`src/rtl/fpu_pkg.sv`:
```
// Shared FPU definitions: opcode encodings and the issue-controller state enum.
// Used by the issue controller, the execution units and the final result mux.
package fpu_pkg;

    localparam logic [2:0] OPC_ADD  = 3'd0;
    localparam logic [2:0] OPC_SUB  = 3'd1;
    localparam logic [2:0] OPC_MUL  = 3'd2;
    localparam logic [2:0] OPC_DIV  = 3'd3;
    localparam logic [2:0] OPC_CMP  = 3'd4;
    localparam logic [2:0] OPC_IDLE = 3'd7;

    typedef enum logic [1:0] {
        ST_IDLE     = 2'd0,
        ST_EXEC     = 2'd1,
        ST_DIV_WAIT = 2'd2,
        ST_RESP     = 2'd3
    } fsm_state_t;

    function automatic logic opc_is_legal(input logic [2:0] opc);
        return opc <= OPC_CMP;
    endfunction

endpackage

```
`src/rtl/fpu_lat_timer.sv`:
```
// Loadable down-counter with a zero flag; serves both the fixed-latency wait
// and the divider timeout (loaded with the timeout and counted down).
module fpu_lat_timer #(
    parameter int W = 8
) (
    input  logic         clk,
    input  logic         rst,
    input  logic         i_load,
    input  logic [W-1:0] i_load_val,
    input  logic         i_dec,
    output logic         o_zero
);

    logic [W-1:0] r_cnt;

    always_ff @(posedge clk) begin
        if (rst) begin
            r_cnt <= '0;
        end else if (i_load) begin
            r_cnt <= i_load_val;
        end else if (i_dec && (r_cnt != '0)) begin
            r_cnt <= r_cnt - 1'b1;
        end
    end

    assign o_zero = (r_cnt == '0);

endmodule

```
`src/rtl/fpu_issue_ctrl.sv`:
```
// Single-outstanding FPU issue controller: registers one request onto the unit
// bus, waits fixed latency or divider completion, and holds the response.
module fpu_issue_ctrl
    import fpu_pkg::*;
#(
    parameter int ADD_LAT     = 2,
    parameter int MUL_LAT     = 3,
    parameter int CMP_LAT     = 1,
    parameter int DIV_TIMEOUT = 64
) (
    input  logic        clk,
    input  logic        rst,
    input  logic        req_valid,
    output logic        req_ready,
    input  logic [31:0] req_a,
    input  logic [31:0] req_b,
    input  logic [2:0]  req_opc,
    output logic [31:0] op_a,
    output logic [31:0] op_b,
    output logic [2:0]  opc_out,
    output logic        div_start,
    input  logic        div_done,
    input  logic [31:0] res_data,
    input  logic        res_aeb,
    input  logic        res_agb,
    input  logic        res_alb,
    output logic        rsp_valid,
    input  logic        rsp_ready,
    output logic [31:0] rsp_data,
    output logic        rsp_aeb,
    output logic        rsp_agb,
    output logic        rsp_alb,
    output logic        rsp_err,
    output logic [1:0]  dbg_state
);

    localparam int MAX_A    = (ADD_LAT > MUL_LAT) ? ADD_LAT : MUL_LAT;
    localparam int MAX_B    = (CMP_LAT > DIV_TIMEOUT) ? CMP_LAT : DIV_TIMEOUT;
    localparam int MAX_LOAD = (MAX_A > MAX_B) ? MAX_A : MAX_B;
    localparam int TW       = $clog2(MAX_LOAD + 1);

    localparam logic [TW-1:0] ADD_LOAD = TW'(ADD_LAT - 1);
    localparam logic [TW-1:0] MUL_LOAD = TW'(MUL_LAT - 1);
    localparam logic [TW-1:0] CMP_LOAD = TW'(CMP_LAT - 1);
    localparam logic [TW-1:0] DIV_LOAD = TW'(DIV_TIMEOUT);

    fsm_state_t    r_state, w_state_nxt;
    logic [31:0]   r_op_a, r_op_b, r_rsp_data;
    logic [2:0]    r_opc_out;
    logic          r_div_start;
    logic          r_rsp_aeb, r_rsp_agb, r_rsp_alb, r_rsp_err;
    logic          w_accept, w_capture, w_err_rsp, w_handshake;
    logic          w_load, w_dec, w_zero;
    logic [TW-1:0] w_load_val;

    fpu_lat_timer #(.W(TW)) u_timer (
        .clk        (clk),
        .rst        (rst),
        .i_load     (w_load),
        .i_load_val (w_load_val),
        .i_dec      (w_dec),
        .o_zero     (w_zero)
    );

    assign w_accept    = (r_state == ST_IDLE) && req_valid;
    assign w_handshake = (r_state == ST_RESP) && rsp_ready;

    always_ff @(posedge clk) begin
        if (rst) begin
            r_state <= ST_IDLE;
        end else begin
            r_state <= w_state_nxt;
        end
    end

    always_comb begin
        w_state_nxt = r_state;
        w_capture   = 1'b0;
        w_err_rsp   = 1'b0;
        w_load      = 1'b0;
        w_load_val  = '0;
        w_dec       = 1'b0;
        case (r_state)
            ST_IDLE: begin
                if (req_valid) begin
                    w_load = 1'b1;
                    case (req_opc)
                        OPC_ADD, OPC_SUB: begin
                            w_load_val  = ADD_LOAD;
                            w_state_nxt = ST_EXEC;
                        end
                        OPC_MUL: begin
                            w_load_val  = MUL_LOAD;
                            w_state_nxt = ST_EXEC;
                        end
                        OPC_CMP: begin
                            w_load_val  = CMP_LOAD;
                            w_state_nxt = ST_EXEC;
                        end
                        OPC_DIV: begin
                            w_load_val  = DIV_LOAD;
                            w_state_nxt = ST_DIV_WAIT;
                        end
                        default: begin
                            w_err_rsp   = 1'b1;
                            w_state_nxt = ST_RESP;
                        end
                    endcase
                end
            end
            ST_EXEC: begin
                w_dec = 1'b1;
                if (w_zero) begin
                    w_capture   = 1'b1;
                    w_state_nxt = ST_RESP;
                end
            end
            ST_DIV_WAIT: begin
                w_dec = 1'b1;
                // A done coincident with our own start pulse cannot be for this op.
                if (div_done && !r_div_start) begin
                    w_capture   = 1'b1;
                    w_state_nxt = ST_RESP;
                end else if (w_zero) begin
                    w_err_rsp   = 1'b1;
                    w_state_nxt = ST_RESP;
                end
            end
            ST_RESP: begin
                if (rsp_ready) begin
                    w_state_nxt = ST_IDLE;
                end
            end
            default: w_state_nxt = ST_IDLE;
        endcase
    end

    always_ff @(posedge clk) begin
        if (rst) begin
            r_op_a      <= '0;
            r_op_b      <= '0;
            r_opc_out   <= OPC_IDLE;
            r_div_start <= 1'b0;
            r_rsp_data  <= '0;
            r_rsp_aeb   <= 1'b0;
            r_rsp_agb   <= 1'b0;
            r_rsp_alb   <= 1'b0;
            r_rsp_err   <= 1'b0;
        end else begin
            r_div_start <= w_accept && (req_opc == OPC_DIV);
            if (w_accept) begin
                r_op_a    <= req_a;
                r_op_b    <= req_b;
                r_opc_out <= opc_is_legal(req_opc) ? req_opc : OPC_IDLE;
            end else if (w_handshake) begin
                r_opc_out <= OPC_IDLE;
            end
            if (w_capture) begin
                r_rsp_data <= res_data;
                r_rsp_aeb  <= (r_opc_out == OPC_CMP) && res_aeb;
                r_rsp_agb  <= (r_opc_out == OPC_CMP) && res_agb;
                r_rsp_alb  <= (r_opc_out == OPC_CMP) && res_alb;
                r_rsp_err  <= 1'b0;
            end else if (w_err_rsp) begin
                r_rsp_data <= '0;
                r_rsp_aeb  <= 1'b0;
                r_rsp_agb  <= 1'b0;
                r_rsp_alb  <= 1'b0;
                r_rsp_err  <= 1'b1;
            end
        end
    end

    assign req_ready = (r_state == ST_IDLE);
    assign rsp_valid = (r_state == ST_RESP);
    assign op_a      = r_op_a;
    assign op_b      = r_op_b;
    assign opc_out   = r_opc_out;
    assign div_start = r_div_start;
    assign rsp_data  = r_rsp_data;
    assign rsp_aeb   = r_rsp_aeb;
    assign rsp_agb   = r_rsp_agb;
    assign rsp_alb   = r_rsp_alb;
    assign rsp_err   = r_rsp_err;
    assign dbg_state = r_state;

endmodule
```
`config.mk`:
```
export PLATFORM = sky130hd
export DESIGN_NAME = fpu_issue_ctrl
export DESIGN_NICKNAME = d
export VERILOG_FILES = /design/src/rtl/fpu_pkg.sv /design/src/rtl/fpu_lat_timer.sv /design/src/rtl/fpu_issue_ctrl.sv
export SDC_FILE = /design/constraint.sdc
export NUM_CORES = 1
export LEC_CHECK = 0
export CAP_MARGIN = 40
export CORE_MARGIN = 4
export CORE_UTILIZATION = 42
export DETAILED_ROUTE_END_ITERATION = 7
export PLACE_DENSITY = 0.86
export SLEW_MARGIN = 20
export SYNTH_ARGS = -nofsm -noshare
export SYNTH_HDL_FRONTEND = slang
export SYNTH_HIERARCHICAL = 1
export SYNTH_SLANG_ARGS = --single-unit
```
`constraint.sdc`:
```
create_clock -name clk -period 4.45 [get_ports clk]
set_input_delay 0.89 -clock clk [delete_from_list [all_inputs] [get_ports clk]]
set_output_delay 0.89 -clock clk [all_outputs]
set_load 0.05 [all_outputs]
```
==> reports/metrics.yaml <==
run_status:
  status: "completed"
placement:
  detailed_place_hpwl_um: 9270
  routabilityCongestion: 0.816
  dp.cells: 785
  port_buffers: 214
  dp_slack_ns: 1.46
timing:
  fmaxAchievable_ghz: 0.322
  rsz0062_at_grt: "false"
  fin_ws_ns: 1.35
  hold_ws_ns: 0.451
  period_share: 0.698
  finalSetupViolations: 0
  tightest_slew_ns: 0.756
  fin_tns_setup_ns: 0
  finalCriticalPeriod_ns: 3.10
  fin_skew_ns: 0.00728
  final-max-slew-violation-count: 0
  finalHoldViolations: 0
  relSlewSlack: 0.496
synth:
  synth_top_cell_by_area: "dfxtp_1"
  ys_top_cells_by_area: "dfxtp_1 (55%), nand2_1 (13%), a21oi_1 (8.2%)"
  synth_edf_count: 0
  syn-cell-area_um2: 4140
  syn_area_per_cell_um2: 8.94
  ys_types: 46
  yosysWarnings: 6
  ys.flop_type: "dfxtp_1"
  synth_seq_cells: 113
  ys_seq_area_frac: 0.547
  synthCells: 463
  async_reset_ff_frac: 0
  yosysTopAreaCellShare: 0.547
grt:
  grt_pass1_wl_um: 20200
  grt_max_degree: 76
  grt_overflow: 0
  grt_pass1_vias: 4136
  grt_usage: 0.222
  antenna_found_initial: 0
clock_network:
  ctsHoldBuffers: 0
  post_cts_buffers: 0
  insertion_delay_ns: 0.51
  cts-buffers-inserted: 17
  post_cts_resized: 0
  cts.sinks: 113
  cts_tree: "yes"
  max-clock-path-buffers: 2
  cts-root-buf: "clkbuf_8"
  cts_htree_levels: 4
  cts.clk_slew.worst_paths_ns: 0.06
layout:
  drive_above_1_share: 0.0727
  fin_cells: 817
  mostFrequentLayoutCells: "clkdlybuf4s50_1 (213), nand2_1 (137), dfxtp_1 (113)"
  antenna-diode-count: 0
  layout_commonest_cell: "clkdlybuf4s50_1"
  nFillCells: 684
  syn_to_final_growth_pct: 66.8
  finalNetCount: 788
floorplan:
  die_y_um: 107
  die_area_um2: 11500
  ios: 215
  initial_utilization: 0.440
  die_w_um: 107
  rows: 35
  coreArea_um2: 9420
worst_setup_path:
  critPathCaptureType: "output port"
  start_kind: "register"
  cp.arrival_ns: 2.21
  critPathMaxFanout: 8
  crit_type: "register to output port"
  crit_required_ns: 3.56
hold_path:
  worstHoldPathType: "register to register"
power_and_ir_drop:
  power.density_nw_per_um2: 622
  worst_ir_drop_vdd_uv: 304
  totalPowerFinal_mw: 4.29
  p_leak_nw: 2.59
drt:
  viasPerCell: 5.03
  drc: 0
  drt-total-wl_um: 12900
  vias: 4109
  routedWlPerCell_um: 15.8
  dr.pass1.iters: 5
  ant_nets: 0
  initialDrtViolationCount: 187
run:
  max_cap_viol_count: 0
-- worst max-delay path, stage by stage (launching register included) --
cell and delay [ns]:
dfxtp_1 0.38, inv_1 0.12, ha_1 0.34, clkdlybuf4s50_1 0.87
-- stage by stage --
step | cell area, um2 | utilization
floorplan | 4150 | -
global placement | 6350 | 0.675
detailed placement | 6350 | 0.675
global route | 6900 | 0.733
finish | 6900 | 0.733
CTS | 6900 | 0.733
-- final cells by class --
cell class	instances	area, um2	share of cell area
Sequential cell	113	2260	0.328
Timing Repair Buffer	219	2170	0.315
Multi-Input combinational cell	314	1720	0.249
Clock buffer	17	414	0.0600
Tap cell	129	161	0.0234
Clock inverter	15	136	0.0198
Inverter	10	37.5	0.00544
-- routing by layer --
layer	part of all wire	up-vias	GRT usage
li1	-	2004	-
met1	0.39	1917	0.244
met2	0.48	167	0.375
met3	0.10	21	0.0978
met4	0.022	0	0.0886
met5	0	-	0
-- state kept, by name (all words and copies together), names as in the netlist --
register and flops:
op_a 32, op_b 32, rsp_data 32, u_timer/r_cnt 7, opc_out 3, dbg_state 2, div_start 1, rsp_aeb 1
rsp_agb 1, rsp_alb 1, rsp_err 1
-- Yosys cell counts (2+ instances only) --
cell and number:
nand2_1 138, nand2b_1 5, dfxtp_1 113, o21ai_0 2
o21a_1 2, nor2b_1 3, o22ai_1 3, inv_1 9
nor2_1 9, nor4_1 2, nand3_1 6, buf_2 15
buf_4 4, a21oi_1 68, ha_1 6, a22o_1 35
o31ai_1 4, nor3_1 3, clkbuf_1 9
-- report_power, final --
part / total, mW / leakage [nW] / switching, mW / internal, mW
registers: 1.30 / 0.922 / 0.116 / 1.19
clock network: 1.25 / 0.255 / 0.501 / 0.744
logic: 1.74 / 1.41 / 1.12 / 0.620
-- logic make-up after synthesis --
group,after synthesis,share of synthesized area
and+or+nand+nor,177,0.188
AOI/OAI and AO/OA,125,0.199
DFF,113,0.547
buffers and inverters,39,0.0435
adders and majority gates,6,0.0181
other,1,0.000906
xor gates and xnor gates,1,0.00212
muxes,1,0.00242
-- final timing paths --
| path | from | to | slack [ns] | cells past startpoint |
|---|---|---|---|---|
| max | dbg_state[0] | req_ready | 1.35 | 3 |
| min | op_b[29] | op_b[29] | 0.45 | 2 |
| max reg2reg | dbg_state[0] | rsp_data[0] | 1.84 | 8 |
| min reg2reg | op_b[29] | op_b[29] | 0.45 | 2 |
(Power assumes the default switching activity.)
